### src/rtl/instr_fetch_buffer_pkg.sv
// ============================================================================
// Module      : instr_fetch_buffer_pkg
// Description : Shared constants, FSM encodings and helpers for the
//               instruction fetch buffer.
// Revision    : 1.0 - initial release
// ============================================================================
`default_nettype none

package instr_fetch_buffer_pkg;

  // Native data/address bus width of the core.
  localparam int c_data_bus_bits = 32;

  // Fetch FSM state encodings.
  typedef logic [1:0] ifb_state_t;
  localparam ifb_state_t c_IFB_S_IDLE  = 2'd0;
  localparam ifb_state_t c_IFB_S_FETCH = 2'd1;
  localparam ifb_state_t c_IFB_S_DRAIN = 2'd2;

  // Saturating increment for 32-bit event counters.
  function automatic logic [31:0] sat_inc32(input logic [31:0] v);
    return (v == 32'hFFFF_FFFF) ? v : v + 32'd1;
  endfunction

endpackage

`default_nettype wire

### src/rtl/instr_fetch_buffer_fifo.sv
// ============================================================================
// Module      : ifb_fifo
// Description : DEPTH x DATA_W synchronous FIFO with push/pop/clear and
//               count/full/empty status. Clear has priority over push/pop.
// Revision    : 1.0 - initial release
// ============================================================================
`default_nettype none

module ifb_fifo #(
  parameter int DEPTH  = 4,
  parameter int DATA_W = 32
) (
  input  logic                       clk,
  input  logic                       reset,
  input  logic                       clear,
  input  logic                       push,
  input  logic                       pop,
  input  logic [DATA_W-1:0]          din,
  output logic [DATA_W-1:0]          dout,
  output logic [$clog2(DEPTH):0]     count,
  output logic                       full,
  output logic                       empty
);

  localparam int c_ptr_w = $clog2(DEPTH);
  localparam int c_cnt_w = $clog2(DEPTH) + 1;

  logic [DATA_W-1:0]  r_mem [DEPTH];
  logic [c_ptr_w-1:0] r_wptr;
  logic [c_ptr_w-1:0] r_rptr;
  logic [c_cnt_w-1:0] r_count;
  logic               w_do_push;
  logic               w_do_pop;

  assign full      = (r_count == c_cnt_w'(DEPTH));
  assign empty     = (r_count == '0);
  assign count     = r_count;
  assign dout      = r_mem[r_rptr];
  // A push into a full FIFO is only legal when the head leaves in the same cycle.
  assign w_do_push = push && (!full || pop);
  assign w_do_pop  = pop && !empty;

  // Storage array write (data needs no reset; validity is tracked by count).
  always_ff @(posedge clk) begin
    if (w_do_push && !clear) begin
      r_mem[r_wptr] <= din;
    end
  end

  // Pointer and occupancy tracking.
  always_ff @(posedge clk or posedge reset) begin
    if (reset) begin
      r_wptr  <= '0;
      r_rptr  <= '0;
      r_count <= '0;
    end else if (clear) begin
      r_wptr  <= '0;
      r_rptr  <= '0;
      r_count <= '0;
    end else begin
      if (w_do_push) r_wptr <= r_wptr + c_ptr_w'(1);
      if (w_do_pop)  r_rptr <= r_rptr + c_ptr_w'(1);
      case ({w_do_push, w_do_pop})
        2'b10:   r_count <= r_count + c_cnt_w'(1);
        2'b01:   r_count <= r_count - c_cnt_w'(1);
        default: r_count <= r_count;
      endcase
    end
  end

endmodule

`default_nettype wire

### src/rtl/instr_fetch_buffer.sv
// ============================================================================
// Module      : instr_fetch_buffer
// Description : Prefetching instruction fetch stage. Issues sequential word
//               requests to a variable-latency memory, buffers responses in
//               a small FIFO and presents them to the core; flushes and
//               refetches on PC discontinuities.
//               Optional feature macro: IFB_STATS_EN (adds stat_* counters).
// Revision    : 1.0 - initial release
// ============================================================================
`default_nettype none

module instr_fetch_buffer
  import instr_fetch_buffer_pkg::*;
#(
  parameter int DEPTH     = 4,
  parameter int MAX_OUTST = 2,
  parameter int ADDR_W    = c_data_bus_bits,
  parameter int DATA_W    = c_data_bus_bits
) (
  input  logic              clk,
  input  logic              reset,
  input  logic [ADDR_W-1:0] pc_in,
  input  logic              instr_ack,
  output logic [DATA_W-1:0] instr_out,
  output logic              instr_valid,
  output logic              pc_misaligned,
  output logic              mem_req_valid,
  output logic [ADDR_W-1:0] mem_req_addr,
  input  logic              mem_req_ready,
  input  logic              mem_rsp_valid,
  input  logic [DATA_W-1:0] mem_rsp_data
`ifdef IFB_STATS_EN
  ,
  output logic [31:0]       stat_fetched,
  output logic [31:0]       stat_flushes,
  output logic [31:0]       stat_stall_cycles
`endif
);

  localparam int                 c_cnt_w     = $clog2(DEPTH) + 1;
  localparam logic [c_cnt_w:0]   c_depth_ext = (c_cnt_w + 1)'(DEPTH);
  localparam logic [c_cnt_w-1:0] c_max_outst = c_cnt_w'(MAX_OUTST);

  ifb_state_t         r_state;
  ifb_state_t         w_state_nxt;
  logic [ADDR_W-1:0]  r_fetch_addr;
  logic [ADDR_W-1:0]  r_head_addr;
  logic [c_cnt_w-1:0] r_outst;
  logic [c_cnt_w-1:0] r_discard;
  logic [c_cnt_w-1:0] w_outst_nxt;
  logic [c_cnt_w-1:0] w_discard_nxt;
  logic [c_cnt_w-1:0] w_fifo_count;
  logic [DATA_W-1:0]  w_fifo_head;
  logic               w_fifo_full;
  logic               w_fifo_empty;
  logic [ADDR_W-1:0]  w_pc_word;
  logic               w_redirect;
  logic               w_accept;
  logic               w_rsp;
  logic               w_drop;
  logic               w_push;
  logic               w_pop;
  logic               w_room;

  assign w_pc_word     = {pc_in[ADDR_W-1:2], 2'b00};
  assign pc_misaligned = (pc_in[1:0] != 2'b00);
  assign w_redirect    = (r_state != c_IFB_S_IDLE) && (w_pc_word != r_head_addr);
  assign w_accept      = mem_req_valid && mem_req_ready;
  // Responses with nothing outstanding are stale (e.g. from before reset).
  assign w_rsp         = mem_rsp_valid && (r_outst != '0);
  assign w_drop        = w_rsp && (r_discard != '0);
  assign w_push        = w_rsp && !w_drop && !w_redirect && (!w_fifo_full || w_pop);
  assign w_pop         = instr_valid && instr_ack;
  // Buffered plus in-flight words never exceed the FIFO capacity.
  assign w_room        = ({1'b0, w_fifo_count} + {1'b0, r_outst}) < c_depth_ext;
  assign w_outst_nxt   = r_outst + c_cnt_w'(w_accept) - c_cnt_w'(w_rsp);
  // On redirect every word still in flight after this cycle becomes stale.
  assign w_discard_nxt = w_redirect ? w_outst_nxt :
                         w_drop     ? r_discard - c_cnt_w'(1) : r_discard;
  assign mem_req_addr  = r_fetch_addr;

  ifb_fifo #(
    .DEPTH  (DEPTH),
    .DATA_W (DATA_W)
  ) u_fifo (
    .clk   (clk),
    .reset (reset),
    .clear (w_redirect),
    .push  (w_push),
    .pop   (w_pop),
    .din   (mem_rsp_data),
    .dout  (w_fifo_head),
    .count (w_fifo_count),
    .full  (w_fifo_full),
    .empty (w_fifo_empty)
  );

  // FSM state register.
  always_ff @(posedge clk or posedge reset) begin
    if (reset) r_state <= c_IFB_S_IDLE;
    else       r_state <= w_state_nxt;
  end

  // FSM next-state logic.
  always_comb begin
    w_state_nxt = r_state;
    case (r_state)
      c_IFB_S_IDLE:  w_state_nxt = c_IFB_S_FETCH;
      c_IFB_S_FETCH: if (w_redirect && (w_outst_nxt != '0)) w_state_nxt = c_IFB_S_DRAIN;
      c_IFB_S_DRAIN: if (w_discard_nxt == '0) w_state_nxt = c_IFB_S_FETCH;
      default:       w_state_nxt = c_IFB_S_IDLE;
    endcase
  end

  // FSM outputs: request issue and core-facing instruction.
  always_comb begin
    mem_req_valid = (r_state == c_IFB_S_FETCH) && !w_redirect && w_room &&
                    (r_outst < c_max_outst);
    instr_valid   = (r_state == c_IFB_S_FETCH) && !w_fifo_empty &&
                    (r_head_addr == w_pc_word);
    instr_out     = instr_valid ? w_fifo_head : '0;
  end

  // Fetch/head address tracking; both reload from the PC on start or redirect.
  always_ff @(posedge clk or posedge reset) begin
    if (reset) begin
      r_fetch_addr <= '0;
      r_head_addr  <= '0;
    end else if ((r_state == c_IFB_S_IDLE) || w_redirect) begin
      r_fetch_addr <= w_pc_word;
      r_head_addr  <= w_pc_word;
    end else begin
      if (w_accept) r_fetch_addr <= r_fetch_addr + ADDR_W'(4);
      if (w_pop)    r_head_addr  <= r_head_addr + ADDR_W'(4);
    end
  end

  // In-flight and stale-response counters.
  always_ff @(posedge clk or posedge reset) begin
    if (reset) begin
      r_outst   <= '0;
      r_discard <= '0;
    end else begin
      r_outst   <= w_outst_nxt;
      r_discard <= w_discard_nxt;
    end
  end

`ifdef IFB_STATS_EN
  // Saturating event counters.
  always_ff @(posedge clk or posedge reset) begin
    if (reset) begin
      stat_fetched      <= '0;
      stat_flushes      <= '0;
      stat_stall_cycles <= '0;
    end else begin
      if (w_push)     stat_fetched <= sat_inc32(stat_fetched);
      if (w_redirect) stat_flushes <= sat_inc32(stat_flushes);
      if ((r_state == c_IFB_S_FETCH) && !instr_valid)
        stat_stall_cycles <= sat_inc32(stat_stall_cycles);
    end
  end
`else
`endif

endmodule

`default_nettype wire

### config.mk
export PLATFORM = sky130hd
export DESIGN_NAME = instr_fetch_buffer
export DESIGN_NICKNAME = d
export VERILOG_FILES = /design/src/rtl/instr_fetch_buffer_pkg.sv /design/src/rtl/instr_fetch_buffer_fifo.sv /design/src/rtl/instr_fetch_buffer.sv
export SDC_FILE = /design/constraint.sdc
export NUM_CORES = 1
export LEC_CHECK = 0
export BUFFER_PORTS_ARGS = -buffer_cell sky130_fd_sc_hd__buf_4
export CORE_ASPECT_RATIO = 0.9
export CORE_UTILIZATION = 50
export CTS_BUF_LIST = sky130_fd_sc_hd__clkbuf_16
export DETAILED_ROUTE_END_ITERATION = 16
export GPL_TIMING_DRIVEN = 0
export HOLD_SLACK_MARGIN = 0.02
export PLACE_DENSITY = 0.73
export SYNTH_ARGS = -nofsm -noshare
export SYNTH_HDL_FRONTEND = slang
export SYNTH_SLANG_ARGS = --single-unit
### constraint.sdc
create_clock -name clk -period 9.2 [get_ports clk]
set_input_delay 0.92 -clock clk [delete_from_list [all_inputs] [get_ports clk]]
set_output_delay 0.92 -clock clk [all_outputs]
set_load 0.02 [all_outputs]
==> summary.md, run 1 <==
| Metric | Value |
|---|---|
| GR Layer Usage met2 | 36.7% |
| Area grow syn2layout | 20.6% |
| Vias | 7044 |
| PortBufs | 132 |
| Row count | 47 |
| Combinational power share | 6.0% |
| Tmin final | 4250 ps |
| Crit path top cell by count | ha_1 |
| Post-CTS Hold Buffers | 0 |
| Die area | 20000 sq um |
| Peak supply drop | 0.000167 V |
| Final Cycle Share | 46.2% |
| Psw | 0.429 mW |
| CP Buf/Inv Count | 3 |
| Reg power frac | 51.8% |
| Iter 0 DRT Violations | 562 |
| First-pass DRT Iterations | 5 |
| Primary FF master, synth | edfxtp_1 |
| Num ports | 136 |
| Gpl congestion | 0.935 |
| Core box area | 18700 sq um |
| Internal power | 1.51 mW |
| Clk slew on worst S/H paths | 60 ps |
| Measured slew at the worst slew-check pin | 1040 ps |
| # nets final | 989 |
| Final worst slack | 4950 ps |
| Detail Placement HPWL | 16.8 mm |
| Post-synth top area share | 39.5% |
| Share of layout cells above drive strength 1 | 23.9% |
| Inserted Clock Buffers | 22 |
| CP Launch Point | u_fifo.count[2]$_DFFE_PP0P_ |
| CP arrival | 4630 ps |
| Placement Setup Slack | 4640 ps |
| Clock Root Buffer | clkbuf_16 |
| Synth top cells by count | edfxtp_1, dfrtp_1, and3_1 |
| Setup Crit Path Kind | flip-flop to flip-flop |
| Clock Latency Late Sink | 500 ps |
| Status | finished, final reports clean |
| Die Ht | 134 um |
| Seq cells post-synth | 203 |
| Synthesized area per cell | 13.0 sq um |
| Share of synthesized registers carrying an async set or reset | 36.9% |
| Critical Path Start Type | flip-flop |
| Global routing usage on met1 | 36.0% |
| Routed WL | 24.3 mm |
| CTS tree | done |
| Max Cap Viol | 0 |
| # DRC | 0 |
| Met3 usage | 5.14% |
| Initial Util | 52.0% |
| Fmax | 235 MHz |
| Busiest layer in global routing | met2 |
| Slowest cell on the critical path | nand4_1 |
| Final Skew | 6.11 ps |
| Most common cell in the netlist | edfxtp_1 |
| Top cells by area, synth | edfxtp_1, dfrtp_1, mux4_2 |
| GRT overflow | 0 |
| Critical path endpoint | r_state[1]$_DFFE_PP0P_ |
| Vias in the first global route | 6699 |
| Tightest Hold Check Type | input pin to async pin |
| Initial antenna violation count | 1 |
| Max_slew headroom | 30.9% |
| Critical path fanouts, max | 10 |
| Cell accounting for the most synthesized area | edfxtp_1 |
| Reg2reg start | u_fifo.count[2]$_DFFE_PP0P_ |
| First-pass GRT wire length | 37.2 mm |
| Detail Route Antenna Nets | 0 |
| Mapped Cells | 746 |
| Pwr/cell area | 165 nW/um^2 |
| Distinct cell type count after synthesis | 56 |
| Postcts setup bufs | 0 |
| CP required | 9580 ps |
| Crit path cell chain | ha_1 -> nor4b_2 -> nand4_1 -> nor3_2 -> inv_2 -> ha_1 -> inv_1 -> ha_1 -> inv_1 -> fa_1 -> xor2_1 -> o32a_1 -> o21ai_0 -> o2bb2ai_1 |
| Hold Vio Cnt, Final | 0 |
| Leakage | 4.47 nW |
| RR Endpoint | r_state[1]$_DFFE_PP0P_ |
| DIE WIDTH | 149 um |
| Largest net degree at the start of global routing | 49 |
| Yosys warning total | 0 |
| Post-CTS resize count | 0 |
| Setup total negative slack | 0 ps |
| Fin. max-slew vios | 0 |
| R2r setup slk | 4950 ps |
| Worst path top cell family by delay | simple AND/OR/NAND/NOR gates |
| CP endpoint kind | flip-flop |
| Number of flops mapped to enable cells by yosys | 128 |
| Switch share | 22.1% |
| Power share of the clock group | 42.2% |
| GRT Resource Usage Total | 24.5% |
| Area of the mapped netlist | 9720 sq um |
| Cell count along the critical path | 14 |
| RSZ-0062 raised after global routing | no |
| Worst-case clock buffer depth | 3 |
| # clock sinks | 203 |
| Finished Core Util | 62.7% |
| CTS H-tree lvls | 1 |
| Slowest stage delay, CP | 540 ps |
| Final setup fails | 0 |
| Wire length per cell | 20.9 um |
| Register-to-Register Path Depth | 14 |
| Post-synthesis sequential area ratio | 58.8% |
| Drt via density | 6.05 |
state kept, by name, indices dropped and copies added, names as in the netlist:
signal and cells:
u_fifo.r_rptr 2, mem_req_addr 30, u_fifo.r_mem 128, u_fifo.r_wptr 2
r_discard 3, r_outst 3, u_fifo.count 3, r_head_addr 30
r_state 2
stage by stage:
stage / instance area, sq um / total power [mW] / cells / hold slack [ps]
final: 11700 / 1.94 / 1165 / 416
after global routing: 11700 / 2.00 / 1165 / 435
after CTS: 11700 / 1.95 / 1164 / 414
after detailed placement: 11100 / 1.14 / 1125 / 521
after global placement: 11000 / 1.13 / 1124 / 531
after floorplan: 9720 / 1.07 / 747 / 485
power groups by stage:
stage	Clock, mW	Combinational (mW)	Sequential [mW]
after global routing	0.867	0.126	1.01
after floorplan	0	0.0480	1.03
after global placement	0	0.113	1.02
after detailed placement	0	0.116	1.02
after CTS	0.833	0.117	1.00
final	0.819	0.117	1.00
how the worst min path moves through the flow:
stage / start / end / slack, ps / cells after the start
floorplan: r_state[0]$_DFFE_PP0P_ / r_state[1]$_DFFE_PP0P_ / 490 / 1
global placement: r_state[0]$_DFFE_PP0P_ / r_state[1]$_DFFE_PP0P_ / 530 / 1
detailed placement: r_state[0]$_DFFE_PP0P_ / r_state[1]$_DFFE_PP0P_ / 520 / 1
CTS: reset / mem_req_addr[8]$_DFFE_PP0P_ / 410 / 2
global route: reset / mem_req_addr[8]$_DFFE_PP0P_ / 440 / 2
finish: reset / mem_req_addr[8]$_DFFE_PP0P_ / 420 / 2
area by class of cell:
cell class / instances / area (sq um)
diodes: 1 / 2.50
plain buffers: 41 / 178
clock buffers: 23 / 576
clock inverters: 16 / 90.1
fillers: 1471 / 6980
inverters: 22 / 85.1
multi-input cells: 481 / 3750
flip-flops and latches: 203 / 5720
well taps: 245 / 307
repair buffers: 133 / 1020
layout by cell type, fill, tap and decap left out, types with 7 or more instances in the layout:
cell type,count
edfxtp_1,128
o311ai_0,7
and4_1,14
xnor2_1,15
nand3_1,36
nand2_1,41
buf_4,135
and3_1,42
inv_1,29
mux4_2,32
nor2_1,39
o21ai_0,16
or4_1,15
a21oi_1,19
dfrtp_1,75
nor3_1,17
xor2_1,41
ha_1,14
clkbuf_1,30
nand4_1,18
o211ai_1,15
or3_1,12
a31oi_1,18
clkbuf_16,23
o31ai_1,15
worst reg2reg max path: cells and delay by family (launching register included):
family	cells	cell delay [ps]
compound gates	3	640
flops	1	420
xor+xnor	1	200
fa+ha+maj	4	1130
buf+inv	3	340
simple gates	3	1420
per-layer routing:
metal  vias to the layer above  routed length [um]
li1                       3214                   -
met1                      3471               10400
met2                       320               11100
met3                        39                2200
met4                         0                 587
met5                         -                   0
cells by family after synthesis:
family | share of synthesized area (%)
fa+ha+maj | 2.21
simple gates | 16.0
mux | 7.62
buf+inv | 2.68
xor+xnor | 5.05
flops | 58.8
other cells | 0.0386
compound gates | 7.59
(Power assumes the default switching activity.)
==> run 2: changes to the inputs <==
==> constraint.sdc (replaced) <==
create_clock -name clk -period 4.18 [get_ports clk]
set_input_delay 0.418 -clock clk [delete_from_list [all_inputs] [get_ports clk]]
set_output_delay 0.418 -clock clk [all_outputs]
set_load 0.02 [all_outputs]
==> summary.md, run 2 (synthesis results as in run 1) <==
| Metric | Value |
|---|---|
| Die Ht | 134 um (unchanged) |
| Max reg flops | 128 (unchanged) |
| Inserted Clock Buffers | 22 (unchanged) |
| Setup Crit Path Kind | flip-flop to flip-flop |
| Worst-case clock buffer depth | 3 (unchanged) |
| Detail Placement HPWL | 16.8 mm (unchanged) |
| Total power | 4.27 mW (+120%) |
| Vias | 7109 (+0.92%) |
| First-pass DRT Iterations | 5 (unchanged) |
| Initial Util | 52.0% (unchanged) |
| Measured slew at the worst slew-check pin | 1020 ps (-12.4 ps) |
| # nets final | 992 (+0.30%) |
| Status | finished, final reports clean |
| Share of layout cells above drive strength 1 | 24.1% (+0.14 points) |
| Fin. max-slew vios | 0 (unchanged) |
| Leakage | 4.49 nW (+0.54%) |
| Routed WL | 24.4 mm (+0.37%) |
| Final Cycle Share | 94.3% (+48 points) |
| Final worst slack | 240 ps (-4710 ps) |
| RSZ-0062 raised after global routing | no |
| Placement Setup Slack | -21.3 ps (-4660 ps) |
| Vias in the first global route | 6695 (-0.060%) |
| Post-Layout Inst Area | 11800 sq um (+0.27%) |
| CTS tree | done |
| Clk slew on worst S/H paths | 60 ps (about the same) |
| Max Cap Viol | 0 (unchanged) |
| Commonest non-fill, non-tap cells in the layout | buf_4, edfxtp_1, dfrtp_1 |
| Final setup fails | 0 (unchanged) |
| Clock Root Buffer | clkbuf_16 |
| Num ports | 136 (unchanged) |
| Fmax | 254 MHz (+7.9%) |
| Fill count | 1470 (-0.068%) |
| Die area | 20000 sq um (unchanged) |
| Core box area | 18700 sq um (unchanged) |
| Setup total negative slack | 0 ps (unchanged) |
| Cell Area, Placed | 11100 sq um (unchanged) |
| Final Non-Filler Cells | 1168 (+0.26%) |
| Biggest register | u_fifo.r_mem |
| Area grow syn2layout | 20.9% |
| CP required | 4540 ps (-5040 ps) |
| Gpl congestion | 0.935 (unchanged) |
| CTS H-tree lvls | 1 (unchanged) |
| Hold slack | 121 ps (-295 ps) |
| Detail Route Antenna Nets | 0 (unchanged) |
| PortBufs | 132 (unchanged) |
| Drt via density | 6.09 (+0.66%) |
| Most common cell after layout, fill and taps aside | buf_4 |
| # clock sinks | 203 (unchanged) |
| Peak supply drop | 0.000366 V (+120%) |
| Tightest Hold Check Type | input pin to flip-flop |
| GRT Resource Usage Total | 24.5% (-0.038 points) |
| Initial antenna violation count | 1 (unchanged) |
| Finished Core Util | 62.9% (+0.17 points) |
| Final Skew | 7.90 ps (+1.79 ps) |
| Iter 0 DRT Violations | 571 (+1.6%) |
| Critical path fanouts, max | 9 (-1) |
| Row count | 47 (unchanged) |
| Placed Cells | 1125 (unchanged) |
| Hold Vio Cnt, Final | 0 (unchanged) |
| First-pass GRT wire length | 37.1 mm (-0.15%) |
| GRT overflow | 0 (unchanged) |
| Max_slew headroom | 31.7% (+0.83 points) |
| CP endpoint kind | flip-flop |
| Pwr/cell area | 363 nW/um^2 (+120%) |
| Largest net degree at the start of global routing | 49 (unchanged) |
| Wire length per cell | 20.9 um (+0.11%) |
| Critical Path Start Type | flip-flop |
| CP arrival | 4300 ps (-330 ps) |
| Clock Latency Late Sink | 500 ps (about the same) |
| Tmin final | 3940 ps (-312 ps) |
| DIE WIDTH | 149 um (unchanged) |
| # DRC | 0 (unchanged) |
==> run 2: final cells by class <==
class	instances	area [sq um]	share of cell area, %
diodes	1	2.50	0.0213
plain buffers	41	178	1.51
clock buffers	23	576	4.90
clock inverters	16	90.1	0.766
inverters	22	85.1	0.724
multi-input cells	481	3750	31.9
flip-flops and latches	203	5720	48.7
well taps	245	307	2.61
repair buffers	136	1040	8.88
==> run 2: worst paths after layout <==
path | start | end | slack, ps | depth (start not counted)
worst min register to register | r_state[0]$_DFFE_PP0P_ | r_state[1]$_DFFE_PP0P_ | 540 | 1
max in group asynchronous | reset | u_fifo.count[1]$_DFFE_PP0P_ | 3130 | 4
worst min-delay path | mem_rsp_data[6] | u_fifo.r_mem[1][6]$_DFFE_PP_ | 120 | 1
worst max-delay path | r_head_addr[6]$_DFFE_PP0P_ | u_fifo.count[2]$_DFFE_PP0P_ | 240 | 12
worst max register to register | r_head_addr[6]$_DFFE_PP0P_ | u_fifo.count[2]$_DFFE_PP0P_ | 240 | 12
min in group asynchronous | reset | mem_req_addr[8]$_DFFE_PP0P_ | 470 | 3
==> run 2: critical path: stages (launching register included) <==
cell     delay [ps]
dfrtp_1         460
xor2_1          220
nor4_2          380
nand4_2         400
o22ai_1         900
o211a_1         340
inv_1            60
ha_1            220
fa_1            390
xnor2_1         130
nor2_1          110
xnor2_1         130
nor2_1           60
==> run 2: metal layers <==
metal	GRT usage, %	routed length [um]	vias to the layer above
met3	5.14	2180	37
met5	0	0	-
met2	36.7	11100	340
met4	7.43	565	0
li1	-	-	3224
met1	35.9	10600	3508
==> run 2: repair_timing <==
item,in CTS,in global routing
setup buffers,0,2
hold endpoints to repair,27,0
resized for setup,1,0
pin swaps,0,1
endpoints found under the setup margin,2,2
gates cloned,0,0
hold buffers,1,0
==> run 2: power breakdown <==
part | switching (mW) | internal (mW) | leakage (nW)
clock network | 0.753 | 1.05 | 0.366
logic | 0.148 | 0.113 | 2.07
registers | 0.0430 | 2.17 | 2.05
total | 0.943 | 3.33 | 4.49
==> run 3: changes to the inputs <==
--- a/config.mk
+++ b/config.mk
@@ -6,13 +6,15 @@
 export NUM_CORES = 1
 export LEC_CHECK = 0
 export BUFFER_PORTS_ARGS = -buffer_cell sky130_fd_sc_hd__buf_4
+export CELL_PAD_IN_SITES_DETAIL_PLACEMENT = 0
+export CELL_PAD_IN_SITES_GLOBAL_PLACEMENT = 1
 export CORE_ASPECT_RATIO = 0.9
-export CORE_UTILIZATION = 50
+export CORE_UTILIZATION = 47
 export CTS_BUF_LIST = sky130_fd_sc_hd__clkbuf_16
 export DETAILED_ROUTE_END_ITERATION = 16
 export GPL_TIMING_DRIVEN = 0
 export HOLD_SLACK_MARGIN = 0.02
-export PLACE_DENSITY = 0.73
+export PLACE_DENSITY = 0.82
 export SYNTH_ARGS = -nofsm -noshare
 export SYNTH_HDL_FRONTEND = slang
 export SYNTH_SLANG_ARGS = --single-unit
==> summary.md, run 3 (synthesis results as in run 1) <==
| Metric | Value |
|---|---|
| Status | finished, final reports clean |
| # clock sinks | 203 (unchanged) |
| Critical Path Start Type | flip-flop |
| Final Non-Filler Cells | 1176 (+0.68%) |
| Fmax | 267 MHz (+5.3%) |
| CP endpoint kind | flip-flop |
| Vias in the first global route | 6743 (+0.72%) |
| Area grow syn2layout | 20.6% |
| GRT Resource Usage Total | 23.1% (-1.4 points) |
| # nets final | 992 (unchanged) |
| Tightest Hold Check Type | input pin to flip-flop |
| CTS tree | done |
| Final Cycle Share | 89.5% (-4.7 points) |
| CP required | 4550 ps (about the same) |
| Detail Placement HPWL | 16.9 mm (+0.85%) |
| DR WL met2 | 11.2 mm (+1.7%) |
| Total power | 4.18 mW (-2.1%) |
| Vias | 7016 (-1.3%) |
| Wire length per cell | 20.8 um (-0.54%) |
| CP arrival | 4110 ps (-190 ps) |
| Pwr/cell area | 357 nW/um^2 (-1.8%) |
| Measured slew at the worst slew-check pin | 968 ps (-56.9 ps) |
| Worst Hold End | u_fifo.r_mem[3][15]$_DFFE_PP_ |
| Biggest register | u_fifo.r_mem |
| Clk slew on worst S/H paths | 60 ps (about the same) |
| Share of layout cells above drive strength 1 | 23.9% (-0.19 points) |
| GRT overflow | 0 (unchanged) |
| Reg2reg start | r_head_addr[16]$_DFFE_PP0P_ |
| Hold Vio Cnt, Final | 0 (unchanged) |
| DIE WIDTH | 154 um (+3.1%) |
| Gpl congestion | 0.864 (-7.6%) |
| Detail Route Antenna Nets | 0 (unchanged) |
| Post-Route M1 WL | 11.2 mm (+5.7%) |
| First-pass DRT Iterations | 5 (unchanged) |
| Top routing layer in use | met4 |
| RR Endpoint | u_fifo.count[2]$_DFFE_PP0P_ |
| Iter 0 DRT Violations | 507 (-11%) |
| Placement Setup Slack | -10.4 ps (+10.8 ps) |
| CP Buf/Inv Count | 3 (+2) |
| R2r setup slk | 440 ps (+200 ps) |
| Num ports | 136 (unchanged) |
| Initial Util | 48.3% (-3.6 points) |
| Routed WL | 24.4 mm (+0.14%) |
| Register-to-Register Path Depth | 14 (+2) |
| Worst Min Path Start | mem_rsp_data[15] |
| Die area | 21300 sq um (+6.3%) |
| Final worst slack | 438 ps (+198 ps) |
| Ant. Diodes | 0 (-1) |
| Row count | 49 (+4.3%) |
| Max_slew headroom | 35.0% (+3.3 points) |
| RSZ-0062 raised after global routing | no |
| Clock Root Buffer | clkbuf_16 |
| Setup Crit Path Kind | flip-flop to flip-flop |
| Max Cap Viol | 0 (unchanged) |
| Commonest non-fill, non-tap cells in the layout | buf_4, edfxtp_1, dfrtp_1 |
| # DRC | 0 (unchanged) |
| Final Skew | 15.8 ps (+7.85 ps) |
| Inserted Clock Buffers | 22 (unchanged) |
| Slowest cell on the critical path | dfrtp_1 |
| Core box area | 20100 sq um (+7.5%) |
| Largest net degree at the start of global routing | 63 (+29%) |
| Fill count | 1674 (+14%) |
| Worst path top cell family by delay | simple AND/OR/NAND/NOR gates |
| Slowest stage delay, CP | 430 ps (-470 ps) |
| Hold depth | 1 (unchanged) |
| Initial antenna violation count | 0 (-1) |
| Fin. max-slew vios | 0 (unchanged) |
| Final setup fails | 0 (unchanged) |
| PortBufs | 132 (unchanged) |
| Worst-case clock buffer depth | 3 (unchanged) |
| CTS H-tree lvls | 1 (unchanged) |
| Peak supply drop | 0.000321 V (-12%) |
| Drt via density | 5.97 (-2.0%) |
| Tmin final | 3740 ps (-198 ps) |
| Critical path fanouts, max | 9 (unchanged) |
| Die Ht | 138 um (+3.1%) |
| Most common cell after layout, fill and taps aside | buf_4 |
| Crit path cell chain | xor2_1 -> nor4_2 -> nand4_2 -> or3_1 -> clkbuf_1 -> inv_2 -> o211a_1 -> inv_1 -> ha_1 -> fa_1 -> xnor2_1 -> nor2_1 -> xnor2_1 -> nor2_1 |
| Placed Cells | 1135 (+0.89%) |
| Leakage | 4.46 nW (-0.77%) |
| Met3 wire length | 1.52 mm (-30%) |
| Clock Latency Late Sink | 510 ps (about the same) |
| First-pass GRT wire length | 37.8 mm (+1.9%) |
| Max reg flops | 128 (unchanged) |
==> run 3: worst max path at each step <==
stage,startpoint,endpoint,slack (ps),cells past startpoint
after floorplan,u_fifo.count[2]$_DFFE_PP0P_,r_state[1]$_DFFE_PP0P_,730,14
after global placement,pc_in[19],u_fifo.r_mem[3][6]$_DFFE_PP_,-140,9
after detailed placement,u_fifo.count[2]$_DFFE_PP0P_,r_state[1]$_DFFE_PP0P_,-10,14
after CTS,u_fifo.count[2]$_DFFE_PP0P_,r_state[0]$_DFFE_PP0P_,50,14
after global routing,r_head_addr[5]$_DFFE_PP0P_,r_state[1]$_DFFE_PP0P_,120,15
final,r_head_addr[16]$_DFFE_PP0P_,u_fifo.count[2]$_DFFE_PP0P_,440,14
==> run 3: per-stage QoR <==
step / TNS [ps] / utilization [%] / hold slack, ps / cell area (sq um)
6_report: 0 / 58.3 / 107 / 11700
5_1_grt: 0 / 58.3 / 96.9 / 11700
4_1_cts: 0 / 58.2 / 96.5 / 11700
3_5_place_dp: -19.7 / 55.0 / 361 / 11100
3_3_place_gp: -15830 / 54.9 / 520 / 11000
2_1_floorplan: 0 / - / 485 / 9720
==> run 3: power by group <==
part | switching [mW] | leakage [nW] | total, mW | internal [mW]
Clock | 0.763 | 0.333 | 1.71 | 0.950
Combinational | 0.147 | 2.07 | 0.259 | 0.112
Sequential | 0.0423 | 2.05 | 2.21 | 2.17
==> run 3: layout make-up <==
| class | count | area, sq um | area share [%] |
|---|---|---|---|
| flip-flops and latches | 203 | 5720 | 48.8 |
| multi-input cells | 481 | 3750 | 32.0 |
| clock buffers | 22 | 551 | 4.69 |
| well taps | 255 | 319 | 2.72 |
| clock inverters | 16 | 75.1 | 0.640 |
| repair buffers | 136 | 1040 | 8.90 |
| plain buffers | 41 | 178 | 1.52 |
| inverters | 22 | 85.1 | 0.726 |
==> run 3: timing repair <==
item	in CTS	in global routing
pin swaps	0	2
resized for setup	1	0
gates cloned	0	0
hold buffers	1	0
hold endpoints to repair	13	0
buffers inserted	0	2
endpoints found under the setup margin	2	2
==> run 3: worst register-to-register path: stages, from the launching register on <==
cell and delay [ps]:
dfrtp_1 430, xor2_1 240, nor4_2 390, nand4_2 340, or3_1 430, clkbuf_1 250
inv_2 200, o211a_1 260, inv_1 60, ha_1 220, fa_1 380, xnor2_1 130
nor2_1 110, xnor2_1 120, nor2_1 50
==> run 3: per-layer routing <==
layer / vias to the layer above / GRT usage [%]
met5: - / 0
met4: 0 / 5.05
met3: 41 / 3.98
met2: 243 / 36.0
met1: 3515 / 33.9
li1: 3217 / -
